<file path="config.mk">
export PLATFORM = sky130hd
export DESIGN_NAME = instr_sequencer_flat
export DESIGN_NICKNAME = d
export VERILOG_FILES = /design/src/rtl/instr_sequencer_pkg.sv /design/src/rtl/instr_sequencer_if.sv /design/src/rtl/instr_sequencer.sv /design/src/flat_wrapper.sv
export SDC_FILE = /design/constraint.sdc
export NUM_CORES = 1
export LEC_CHECK = 0
export ABC_AREA = 1
export CORE_MARGIN = 5
export CORE_UTILIZATION = 34
export DETAILED_ROUTE_END_ITERATION = 8
export GPL_ROUTABILITY_DRIVEN = 0
export PLACE_DENSITY_LB_ADDON = 0.15
export SLEW_MARGIN = 40
export SYNTH_ARGS = -nofsm -noshare
export SYNTH_HDL_FRONTEND = slang
export SYNTH_SLANG_ARGS = --single-unit
</file>
<file path="constraint.sdc">
create_clock -name clk -period 2 [get_ports clk]
set_input_delay 0.2 -clock clk [delete_from_list [all_inputs] [get_ports clk]]
set_output_delay 0.2 -clock clk [all_outputs]
set_load 0.005 [all_outputs]
</file>
<file path="src/rtl/instr_sequencer_pkg.sv">
// Shared definitions for the instruction sequencer: opcode map, FSM state type and
// the opcode classifier used by the decode stage.
package seq_pkg;

    // Datapath opcodes, handed to the execute unit untouched.
    localparam logic [4:0] OP_MOVSGPR = 5'b00000;
    localparam logic [4:0] OP_MOVGPRS = 5'b00001;
    localparam logic [4:0] OP_ADD     = 5'b00010;
    localparam logic [4:0] OP_SUB     = 5'b00011;
    localparam logic [4:0] OP_AND     = 5'b00100;
    localparam logic [4:0] OP_OR      = 5'b00101;
    localparam logic [4:0] OP_XOR     = 5'b00110;
    localparam logic [4:0] OP_SHIFT   = 5'b00111;
    localparam logic [4:0] OP_LOAD    = 5'b01000;
    localparam logic [4:0] OP_STORE   = 5'b01001;

    // Control opcodes resolved inside the sequencer.
    localparam logic [4:0] OP_JUMP    = 5'b01010;
    localparam logic [4:0] OP_HALT    = 5'b01111;

    typedef enum logic [2:0] {
        StIdle,
        StFetch,
        StDecode,
        StIssue,
        StWait,
        StHalt
    } seq_state_e;

    function automatic logic is_datapath_op(input logic [4:0] opcode);
        return opcode <= OP_STORE;
    endfunction

endpackage

</file>
<file path="src/rtl/instr_sequencer_if.sv">
// Instruction-memory fetch port and execute-unit issue port of the sequencer.
// master = sequencer side, slave = memory / execute side.
interface instr_sequencer_if #(
    parameter int unsigned PC_W = 8
) ();

    logic            imem_req;
    logic [PC_W-1:0] imem_addr;
    logic            imem_ack;
    logic [31:0]     imem_rdata;

    logic            ex_valid;
    logic [31:0]     ex_ir;
    logic            ex_ready;
    logic            ex_done;

    modport master (
        output imem_req, imem_addr, ex_valid, ex_ir,
        input  imem_ack, imem_rdata, ex_ready, ex_done
    );

    modport slave (
        input  imem_req, imem_addr, ex_valid, ex_ir,
        output imem_ack, imem_rdata, ex_ready, ex_done
    );

endinterface

</file>
<file path="src/rtl/instr_sequencer.sv">
// Fetch/decode/issue controller: fetches into IR, resolves jump/halt/illegal locally and
// issues datapath instructions to the execute unit. All outputs come from flops only.
module instr_sequencer
    import seq_pkg::*;
#(
    parameter int unsigned PC_W = 8
) (
    input  logic                clk,
    input  logic                rst_n,
    input  logic                start,
    input  logic [PC_W-1:0]     start_pc,
    input  logic                stop,
    instr_sequencer_if.master   bus,
    output logic                busy,
    output logic                halted,
    output logic                err,
    output logic [PC_W-1:0]     pc,
    output logic [15:0]         instr_count
);

    seq_state_e      state_q, state_d;
    logic [PC_W-1:0] pc_q, pc_d;
    logic [31:0]     ir_q, ir_d;
    logic            err_q, err_d;
    logic [15:0]     cnt_q, cnt_d;

    logic [4:0]      opcode;
    logic [15:0]     cnt_inc;
    seq_state_e      fetch_or_halt;

    assign opcode  = ir_q[31:27];
    assign cnt_inc = (cnt_q == 16'hFFFF) ? cnt_q : cnt_q + 16'd1;

    // stop is evaluated on every transition into FETCH so no request is ever raised
    // for an instruction that will not run.
    assign fetch_or_halt = stop ? StHalt : StFetch;

    always_comb begin
        state_d = state_q;
        pc_d    = pc_q;
        ir_d    = ir_q;
        err_d   = err_q;
        cnt_d   = cnt_q;

        unique case (state_q)
            StIdle, StHalt: begin
                if (start) begin
                    pc_d    = start_pc;
                    err_d   = 1'b0;
                    cnt_d   = 16'd0;
                    state_d = fetch_or_halt;
                end
            end
            StFetch: begin
                if (bus.imem_ack) begin
                    ir_d    = bus.imem_rdata;
                    state_d = StDecode;
                end
            end
            StDecode: begin
                if (opcode == OP_HALT) begin
                    state_d = StHalt;
                end else if (opcode == OP_JUMP) begin
                    pc_d    = ir_q[PC_W-1:0];
                    cnt_d   = cnt_inc;
                    state_d = fetch_or_halt;
                end else if (is_datapath_op(opcode)) begin
                    state_d = StIssue;
                end else begin
                    err_d   = 1'b1;
                    state_d = StHalt;
                end
            end
            StIssue: begin
                if (bus.ex_ready) begin
                    pc_d = pc_q + PC_W'(1);
                    if (bus.ex_done) begin
                        cnt_d   = cnt_inc;
                        state_d = fetch_or_halt;
                    end else begin
                        state_d = StWait;
                    end
                end
            end
            StWait: begin
                if (bus.ex_done) begin
                    cnt_d   = cnt_inc;
                    state_d = fetch_or_halt;
                end
            end
            default: state_d = StIdle;
        endcase
    end

    always_ff @(posedge clk or negedge rst_n) begin
        if (!rst_n) begin
            state_q <= StIdle;
            pc_q    <= '0;
            ir_q    <= '0;
            err_q   <= 1'b0;
            cnt_q   <= 16'd0;
        end else begin
            state_q <= state_d;
            pc_q    <= pc_d;
            ir_q    <= ir_d;
            err_q   <= err_d;
            cnt_q   <= cnt_d;
        end
    end

    assign bus.imem_req  = (state_q == StFetch);
    assign bus.imem_addr = pc_q;
    assign bus.ex_valid  = (state_q == StIssue);
    assign bus.ex_ir     = ir_q;

    assign busy        = (state_q != StIdle) && (state_q != StHalt);
    assign halted      = (state_q == StHalt);
    assign err         = err_q;
    assign pc          = pc_q;
    assign instr_count = cnt_q;

endmodule
</file>
<file path="src/flat_wrapper.sv">
// flat-port wrapper written by rule: the top's interface ports become plain ports
module instr_sequencer_flat import seq_pkg::*;
#(
    parameter int unsigned PC_W = 8
)
  (clk, rst_n, start, start_pc, stop, busy, halted, err, pc, instr_count, bus_imem_req, bus_imem_addr, bus_ex_valid, bus_ex_ir, bus_imem_ack, bus_imem_rdata, bus_ex_ready, bus_ex_done);
  instr_sequencer_if #(.PC_W(PC_W)) bus_i ();
  input  logic clk;
  input  logic rst_n;
  input  logic start;
  input  logic [PC_W-1:0] start_pc;
  input  logic stop;
  output logic busy;
  output logic halted;
  output logic err;
  output logic [PC_W-1:0] pc;
  output logic [15:0] instr_count;
  output wire logic [$bits(bus_i.imem_req)-1:0] bus_imem_req;
  output wire logic [$bits(bus_i.imem_addr)-1:0] bus_imem_addr;
  output wire logic [$bits(bus_i.ex_valid)-1:0] bus_ex_valid;
  output wire logic [$bits(bus_i.ex_ir)-1:0] bus_ex_ir;
  input wire logic [$bits(bus_i.imem_ack)-1:0] bus_imem_ack;
  input wire logic [$bits(bus_i.imem_rdata)-1:0] bus_imem_rdata;
  input wire logic [$bits(bus_i.ex_ready)-1:0] bus_ex_ready;
  input wire logic [$bits(bus_i.ex_done)-1:0] bus_ex_done;
  assign bus_imem_req = bus_i.imem_req;
  assign bus_imem_addr = bus_i.imem_addr;
  assign bus_ex_valid = bus_i.ex_valid;
  assign bus_ex_ir = bus_i.ex_ir;
  assign bus_i.imem_ack = bus_imem_ack;
  assign bus_i.imem_rdata = bus_imem_rdata;
  assign bus_i.ex_ready = bus_ex_ready;
  assign bus_i.ex_done = bus_ex_done;
  instr_sequencer #(.PC_W(PC_W)) u_core (.clk(clk), .rst_n(rst_n), .start(start), .start_pc(start_pc), .stop(stop), .bus(bus_i), .busy(busy), .halted(halted), .err(err), .pc(pc), .instr_count(instr_count));
endmodule
</file>
# Yosys cells after proc, flatten, opt, wreduce, memory -nomap -nowiden
# Cells that the tools add are included.
# Widths: inputs -> output; s select.
[totals]
register_bits = 60
inputBits = 47
out_inout_bits = 69
word_cells = 64
[op_classes]
addsub = 2
order_cmp = 1
eq_ne = 17
muxes = 27
reduce_logical = 12
[op_table]
columns = ["op", "n"]
rows = [
  ["$mux 16", 6],
  ["$pmux 16 s4", 1],
  ["$mux 8", 4],
  ["$mux 3", 9],
  ["$pmux 8 s3", 1],
  ["$add 16x1->16 const B", 1],
  ["$eq 16x16->1 const B", 1],
  ["$pmux 3 s5", 1],
  ["$reduce_and 5->1", 3],
  ["$eq 5x4->1 const B", 2],
  ["$ne 2x2->1 const B", 5],
  ["$add 8x1->8 const B", 1],
  ["$eq 3x2->1 const B", 2],
  ["$eq 3x3->1 const B", 2],
  ["$ne 2x1->1 const B", 3],
  ["$reduce_bool 3->1", 2],
  ["$le 5x4->1 const B", 1],
  ["$mux 1", 4],
  ["$reduce_and 4->1", 1],
  ["$reduce_bool 4->1", 1],
  ["$eq 3x1->1 const B", 1],
  ["$logic_not 3->1", 1],
  ["$ne 3x3->1 const B", 1],
  ["$pmux 1 s2", 1],
  ["other kinds (4)", 4],
]

# Logic depth before layout (Yosys ltp)
# Gate-level depths: netlist of the first run.
[logic_depth]
word_depth = 5
ltp_mapped = 11
ltp_nobuf = 10

# Worst setup path before layout of the first run
# Ideal clock, no wire load.
[synth_timing]
path_type = "reg2reg"
from = "register u_core.cnt_q[0] (netlist: u_core.instr_count[0])"
to = "register u_core.cnt_q[0] (netlist: u_core.instr_count[0])"
setup_time_ps = 117
t_arrival_ps = 1447
t_required_ps = 1883
path_slack_ps = 436
path_stages_with_launch = 10
n_path_buf = 1
synth_period_minus_slack_ps = 1564
cell_sequence = "dfrtp_1 -> ha_1 -> nand2_1 -> nor2_4 -> nand2_1 -> nor2_1 -> nand3_2 -> buf_2 -> nand3b_1 -> nand2_1"
[synth_via]
elab_chain_cells = 5
word_cells_on_any_way = 8
classes_between = "add/sub: 1; eq/ne: 1; mux: 6"
[synth_rtl]
columns = ["element", "line_no", "source"]
rows = [
  ["start, declared", "instr_sequencer.sv:25", "logic [15:0] cnt_q, cnt_d;"],
  ["start signal, assigned", "instr_sequencer.sv:107", "cnt_q <= cnt_d;"],
  ["$add 16x1->16 or $eq 16x16->1 (tied branches)", "instr_sequencer.sv:32", "assign cnt_inc = (cnt_q == 16'hFFFF) ? cnt_q : cnt_q + 16'd1;"],
  ["$mux 16", "instr_sequencer.sv:32", ""],
  ["$mux 16, on equally long branches", "instr_sequencer.sv:77, instr_sequencer.sv:86, instr_sequencer.sv:63", ""],
  ["$mux 16, on equally long branches", "instr_sequencer.sv:75, instr_sequencer.sv:61", ""],
  ["$pmux 16 s4 (*)", "instr_sequencer.sv:45", "unique case (state_q)"],
]
# Every way passes the cells marked *; elsewhere a longest branch is shown, timed or not. The select of a mux whose other input is x is not followed.
# A chain may end at the register's enable or synchronous reset.

# Worst setup path after layout of the first run
[layout_timing]
from = "register u_core.state_q[2]"
to = "output port busy"
[layout_via]
elab_chain_cells = 2
word_cells_on_any_way = 3
classes_between = "eq/ne: 1; reduce/logical: 2"
[layout_rtl]
columns = ["element", "line_no", "source"]
rows = [
  ["start, declared", "instr_sequencer.sv:21", "seq_state_e state_q, state_d;"],
  ["start signal, assigned", "instr_sequencer.sv:97", "state_q <= StIdle;"],
  ["start signal, assigned", "instr_sequencer.sv:103", "state_q <= state_d;"],
  ["$ne 3x3->1 or $reduce_bool 3->1 (tied branches)", "instr_sequencer.sv:116", "assign busy = (state_q != StIdle) && (state_q != StHalt);"],
  ["$logic_and 1x1->1 (*)", "instr_sequencer.sv:116", ""],
  ["end, declared", "flat_wrapper.sv:13", "output logic busy;"],
]
# Every way passes the cells marked *; elsewhere a longest branch is shown, timed or not.

==> results.cfg, run 1 <==
[status]
outcome = complete, no violations

[detailed_routing]
num_vias = 3232
wl_um = 9700
ant_nets = 0
drtIter0Drc = 167
viasPerCell = 4.64
drc_errors = 0
routedWlPerCell_um = 13.9
drt_first_pass_iters = 4

[timing]
min_period_ns = 1.87
fmax_mhz = 535
setup_ws_ns = 0.132
relSlewSlack = 0.665
rsz0062_at_grt = no
slew_viol_final = 0
finalHoldViolCount = 0
whs_ns = 0.359
finalSetupViolCount = 0
finClkSkew_ns = 0.0127
tns_ns = 0
period_share = 0.934
tightestPinTransition_ns = 0.502

[clock_network]
h-tree-depth = 3
root_buffer = clkbuf_8
clockBufferDepth = 2
cts_sinks = 60
post-cts-setup-buffers = 0
insertion_delay_ns = 0.34
cts_made_buffers = 9
cts_tree = done
clkSlewWorstSetupHoldPaths_ns = 0.07

[die]
ios = 116
dieArea_um2 = 12100
start_util = 0.349
core_region_area_um2 = 9770
rows = 36
die_w_um = 110
fp.dieH_um = 110

[finish]
nNetsFinal = 608
drive_gt1_frac = 0.112
fillers = 977
areaGrowthSynthToFinish_pct = 45.5
num_antenna_cells = 0

[yosys]
syn_nets = 483
synth-seq-cells = 60
yosysWarnings = 0
avgSynthCellArea_um2 = 7.86
synth.distinct_cells = 29
yosysTopAreaCellShare = 0.440
synth.area.top_cells = dfrtp_1 44%, nand2_1 16%, mux2_1 7.3%
synth.cells.most_frequent = 142 x nand2_1, 60 x dfrtp_1, 44 x nor2_1
yosys.area.top_type = dfrtp_1
syn_area_um2 = 3410
yosysMostFrequentCell = nand2_1
postSynthCellCount = 434
synth_flop_cell = dfrtp_1
yosysSeqAreaShare = 0.440
synthArstFlopShare = 1.00
synth_edf_count = 0

[hold_path]
hp-class = input port to async pin

[power_and_ir_drop]
p_per_area_nw_per_um2 = 1300
p_leak_nw = 2.21
peakVddDrop_mv = 0.568
finalPower_w = 0.00645

[worst_setup_path]
slowest_stage = clkdlybuf4s50_1
startpoint_type = register
crit_required_ns = 1.80
worstSetupEndpointType = output pin
critPathKind = register to output pin
path_cells = inv_2 > nand2_2 > nand3_1 > clkdlybuf4s50_1
crit_arrival_ns = 1.67
critPathMaxFanout = 5
slowest_delay_ns = 0.54

[placed_design]
port_buffers = 115
dpl.hpwl_um = 7480
place_ws_ns = 0.252

[grt]
antenna_found_initial = 0
gr-usage-all-layers = 0.171
grt_max_degree = 41
grt_pass1_wl_um = 16100
gr-total-overflow = 0
grt_pass1_vias = 3306

[flow_run]
drv_cap = 0
## metrics by stage
step,util,cells,instance area [um2]
after floorplan,-,434,3410
after global placement,0.486,680,4750
after detailed placement,0.486,680,4750
after CTS,0.508,697,4960
after global routing,0.508,697,4960
final,0.508,697,4960
## report_power, final
group / internal, W / switching (W)
Clock: 0.000612 / 0.000514
Sequential: 0.00168 / 0.000379
Combinational: 0.00172 / 0.00154
## area by class of cell
class                   count  area, um2  area share
clock buffers              11        141      0.0285
clock inverters             5       61.3      0.0124
inverters                  38        143      0.0287
multi-input cells         317       1640       0.330
flip-flops and latches     60       1500       0.303
well taps                 133        166      0.0335
repair buffers            133       1310       0.264
## worst max-delay path, delay by kind of cell (launching register included)
| family | cells | cell delay [ns] |
|---|---|---|
| flops | 1 | 0.42 |
| simple gates | 2 | 0.26 |
| buf+inv | 2 | 0.65 |
## flip-flops by register name, indices dropped and copies added, names as in the netlist
register              count
u_core.bus.ex_ir         32
u_core.instr_count       16
u_core.bus.imem_addr      8
u_core.state_q            3
u_core.err                1
## final timing paths
path / from / end / slack [ns] / cells after the start
hold reg to reg: u_core.bus.ex_ir[25] / u_core.bus.ex_ir[25] / 0.49 / 1
setup / recovery: u_core.state_q[2] / busy / 0.13 / 4
setup reg to reg: u_core.state_q[2] / u_core.bus.imem_addr[7] / 0.26 / 10
hold / removal: rst_n / u_core.bus.ex_ir[10] / 0.36 / 2
max in group asynchronous: rst_n / u_core.state_q[1] / 1.03 / 3
min in group clk: bus_imem_rdata[31] / u_core.bus.ex_ir[31] / 0.44 / 3
## placed cells by master, fill, tap and decap left out, types with 2 or more instances in the layout
cell type	instances
nor2_2	4
xnor2_1	2
nand3b_1	4
nand4_1	5
or2_2	2
nor2_1	44
o21ai_1	5
nand2_4	2
mux2_2	6
nor2_4	3
dfrtp_1	59
nand3_1	37
clkinvlp_4	3
clkdlybuf4s50_1	114
inv_1	33
nand2_1	142
buf_12	2
nand3_2	2
nor3_1	4
clkbuf_8	10
nand2_2	5
o21bai_1	2
ha_1	2
a21oi_1	6
buf_4	15
inv_2	5
mux2_1	22
a22oi_1	2
o21ai_0	14
## logic make-up (layout without fill, tap and decap cells)
kind of cell             Yosys count  after routing  share of synthesized area
AO/OA/AOI/OAI                     30             30                     0.0477
XOR/XNOR                           3              3                    0.00771
adder cells (fa/ha/maj)            2              2                    0.00734
buffers and inverters             57            187                     0.0789
flip-flops                        60             60                      0.440
multiplexers                      28             28                     0.0925
AND/OR/NAND/NOR                  254            254                      0.326
## timing repair
item	CTS	global route
hold endpoints to repair	20	0
hold buffers	1	0
endpoints found under the setup margin	0	1
gates resized for setup	0	1
## routing by layer
metal	routed length, um	track usage
met1	4240	0.213
met2	4760	0.289
met3	599	0.0361
met4	105	0.0695
met5	0	0
Power figures use the tool's default switching activity.
==> inputs of run 2 (changes only) <==
--- a/config.mk
+++ b/config.mk
@@ -10,7 +10,8 @@
 export CORE_UTILIZATION = 34
 export DETAILED_ROUTE_END_ITERATION = 8
 export GPL_ROUTABILITY_DRIVEN = 0
-export PLACE_DENSITY_LB_ADDON = 0.15
+export HOLD_SLACK_MARGIN = 0.15
+export PLACE_DENSITY_LB_ADDON = 0.3
 export SLEW_MARGIN = 40
 export SYNTH_ARGS = -nofsm -noshare
 export SYNTH_HDL_FRONTEND = slang
==> run 2 against run 1 <==
Sequential share of layout area shrank 0.18 points. Clock power increased by 19%. Non-clock buffer count decreased by 6. Utilization up 0.26 points. Setup slack got worse by 0.0010 ns. Critical endpoint is now bus_ex_valid.
==> results.cfg, run 2 (synthesis gave the netlist of run 1 again) <==
[finish]
fillers = 941
nNetsFinal = 602
final_cell_mix = 142 x nand2_1, 114 x clkdlybuf4s50_1, 60 x dfrtp_1, 43 x nor2_1, 36 x nand3_1
final_common_cell = nand2_1
largest_register_ff_count = 32
areaGrowthSynthToFinish_pct = 46.3
num_antenna_cells = 0
final_cells = 691
drive_gt1_frac = 0.106

[clock_network]
cts_made_buffers = 9
clkSlewWorstSetupHoldPaths_ns = 0.07
cts_tree = done
clockBufferDepth = 2
insertion_delay_ns = 0.33
h-tree-depth = 3
root_buffer = clkbuf_8
cts_sinks = 60

[grt]
gr-usage-all-layers = 0.161
antenna_found_initial = 0
grt_max_degree = 37
grt_pass1_vias = 3101
grt_pass1_wl_um = 15300
gr-total-overflow = 0

[detailed_routing]
drt_first_pass_iters = 5
drc_errors = 0
wl_um = 9190
viasPerCell = 4.67
routedWlPerCell_um = 13.3
drtIter0Drc = 159
num_vias = 3225
ant_nets = 0

[placed_design]
dpl.hpwl_um = 7100
placed_cells = 674
port_buffers = 115

[power_and_ir_drop]
clock_power_share = 0.206
peakVddDrop_mv = 0.789
comb_power_share = 0.481
swShare = 0.362
pwr-share-seq = 0.313
p_switching_w = 0.00239
p_per_area_nw_per_um2 = 1320
p_leak_nw = 2.22
p_int_w = 0.00420

[worst_setup_path]
slowest_delay_ns = 0.55
slowest_stage = clkdlybuf4s50_1
startpoint_type = register
crit_buf_inv = 1
crit_family = buffers and inverters
worstSetupEndpointType = output pin
crit_arrival_ns = 1.67
crit_required_ns = 1.80
critPathKind = register to output pin
path_cells = nand2_1 > nor2_2 > clkdlybuf4s50_1
critPathMaxFanout = 6

[status]
outcome = complete, no violations

[die]
die_w_um = 110
ios = 116
core_region_area_um2 = 9770
start_util = 0.349
rows = 36
fp.dieH_um = 110
dieArea_um2 = 12100

[hold_path]
hp-class = input port to register

[timing]
whs_ns = 0.446
finClkSkew_ns = 0.0121
relSlewSlack = 0.541
rsz0062_at_grt = yes
min_period_ns = 1.87
slew_viol_final = 0
fmax_mhz = 535
tightestPinTransition_ns = 0.688
finalHoldViolCount = 0
finalSetupViolCount = 0
period_share = 0.934

[flow_run]
drv_cap = 0
run 2: metrics by stage:
stage | instance area (um2) | utilization | setup slack (ns) | setup TNS [ns] | total power (W)
after floorplan | 3410 | - | 0.436 | 0 | 0.00376
after global placement | 4720 | 0.482 | 0.215 | 0 | 0.00520
after detailed placement | 4720 | 0.482 | 0.174 | 0 | 0.00526
after CTS | 4970 | 0.509 | 0.00650 | 0 | 0.00666
after global routing | 4990 | 0.510 | -0.00299 | -0.00299 | 0.00711
final | 4990 | 0.510 | 0.131 | 0 | 0.00659
run 2: power by group through the flow:
stage | Clock [W] | Sequential (W) | Combinational, W
6_report | 0.00135 | 0.00206 | 0.00317
5_1_grt | 0.00146 | 0.00215 | 0.00350
4_1_cts | 0.00140 | 0.00207 | 0.00319
3_5_place_dp | 0 | 0.00209 | 0.00317
3_3_place_gp | 0 | 0.00205 | 0.00315
2_1_floorplan | 0 | 0.00207 | 0.00169
run 2: final timing paths:
| path | start | end | slack [ns] | cells past startpoint |
|---|---|---|---|---|
| min in group asynchronous | rst_n | u_core.bus.ex_ir[5] | 0.46 | 2 |
| setup / recovery | u_core.state_q[1] | bus_ex_valid | 0.13 | 3 |
| setup reg to reg | u_core.state_q[2] | u_core.instr_count[11] | 0.17 | 10 |
| hold reg to reg | u_core.bus.ex_ir[20] | u_core.bus.ex_ir[20] | 0.49 | 1 |
| hold / removal | bus_imem_rdata[29] | u_core.bus.ex_ir[29] | 0.45 | 3 |
| max in group asynchronous | rst_n | u_core.instr_count[1] | 0.97 | 3 |
run 2: timing repair:
item / CTS / global route
hold endpoints to repair: 23 / 0
buffers inserted: 0 / 0
setup endpoints to repair: 0 / 5
hold buffers: 1 / 0
gates resized for setup: 0 / 3
run 2: layout make-up:
type | instances | area, um2 | area share
multi-input combinational | 317 | 1650 | 0.331
inverter | 38 | 143 | 0.0286
clock inverter | 6 | 111 | 0.0223
timing repair buffer | 127 | 1280 | 0.256
tap | 133 | 166 | 0.0334
clock buffer | 10 | 138 | 0.0276
sequential | 60 | 1500 | 0.301
run 2: layer usage:
metal	part of all wire	global-route usage
met5	0	0
met2	0.48	0.260
met4	0.012	0.0607
met1	0.43	0.208
met3	0.072	0.0431
run 2: tightest hold or removal path, stage by stage:
cell	delay, ns
clkdlybuf4s50_1	0.40
nor2_1	0.10
a21oi_1	0.04
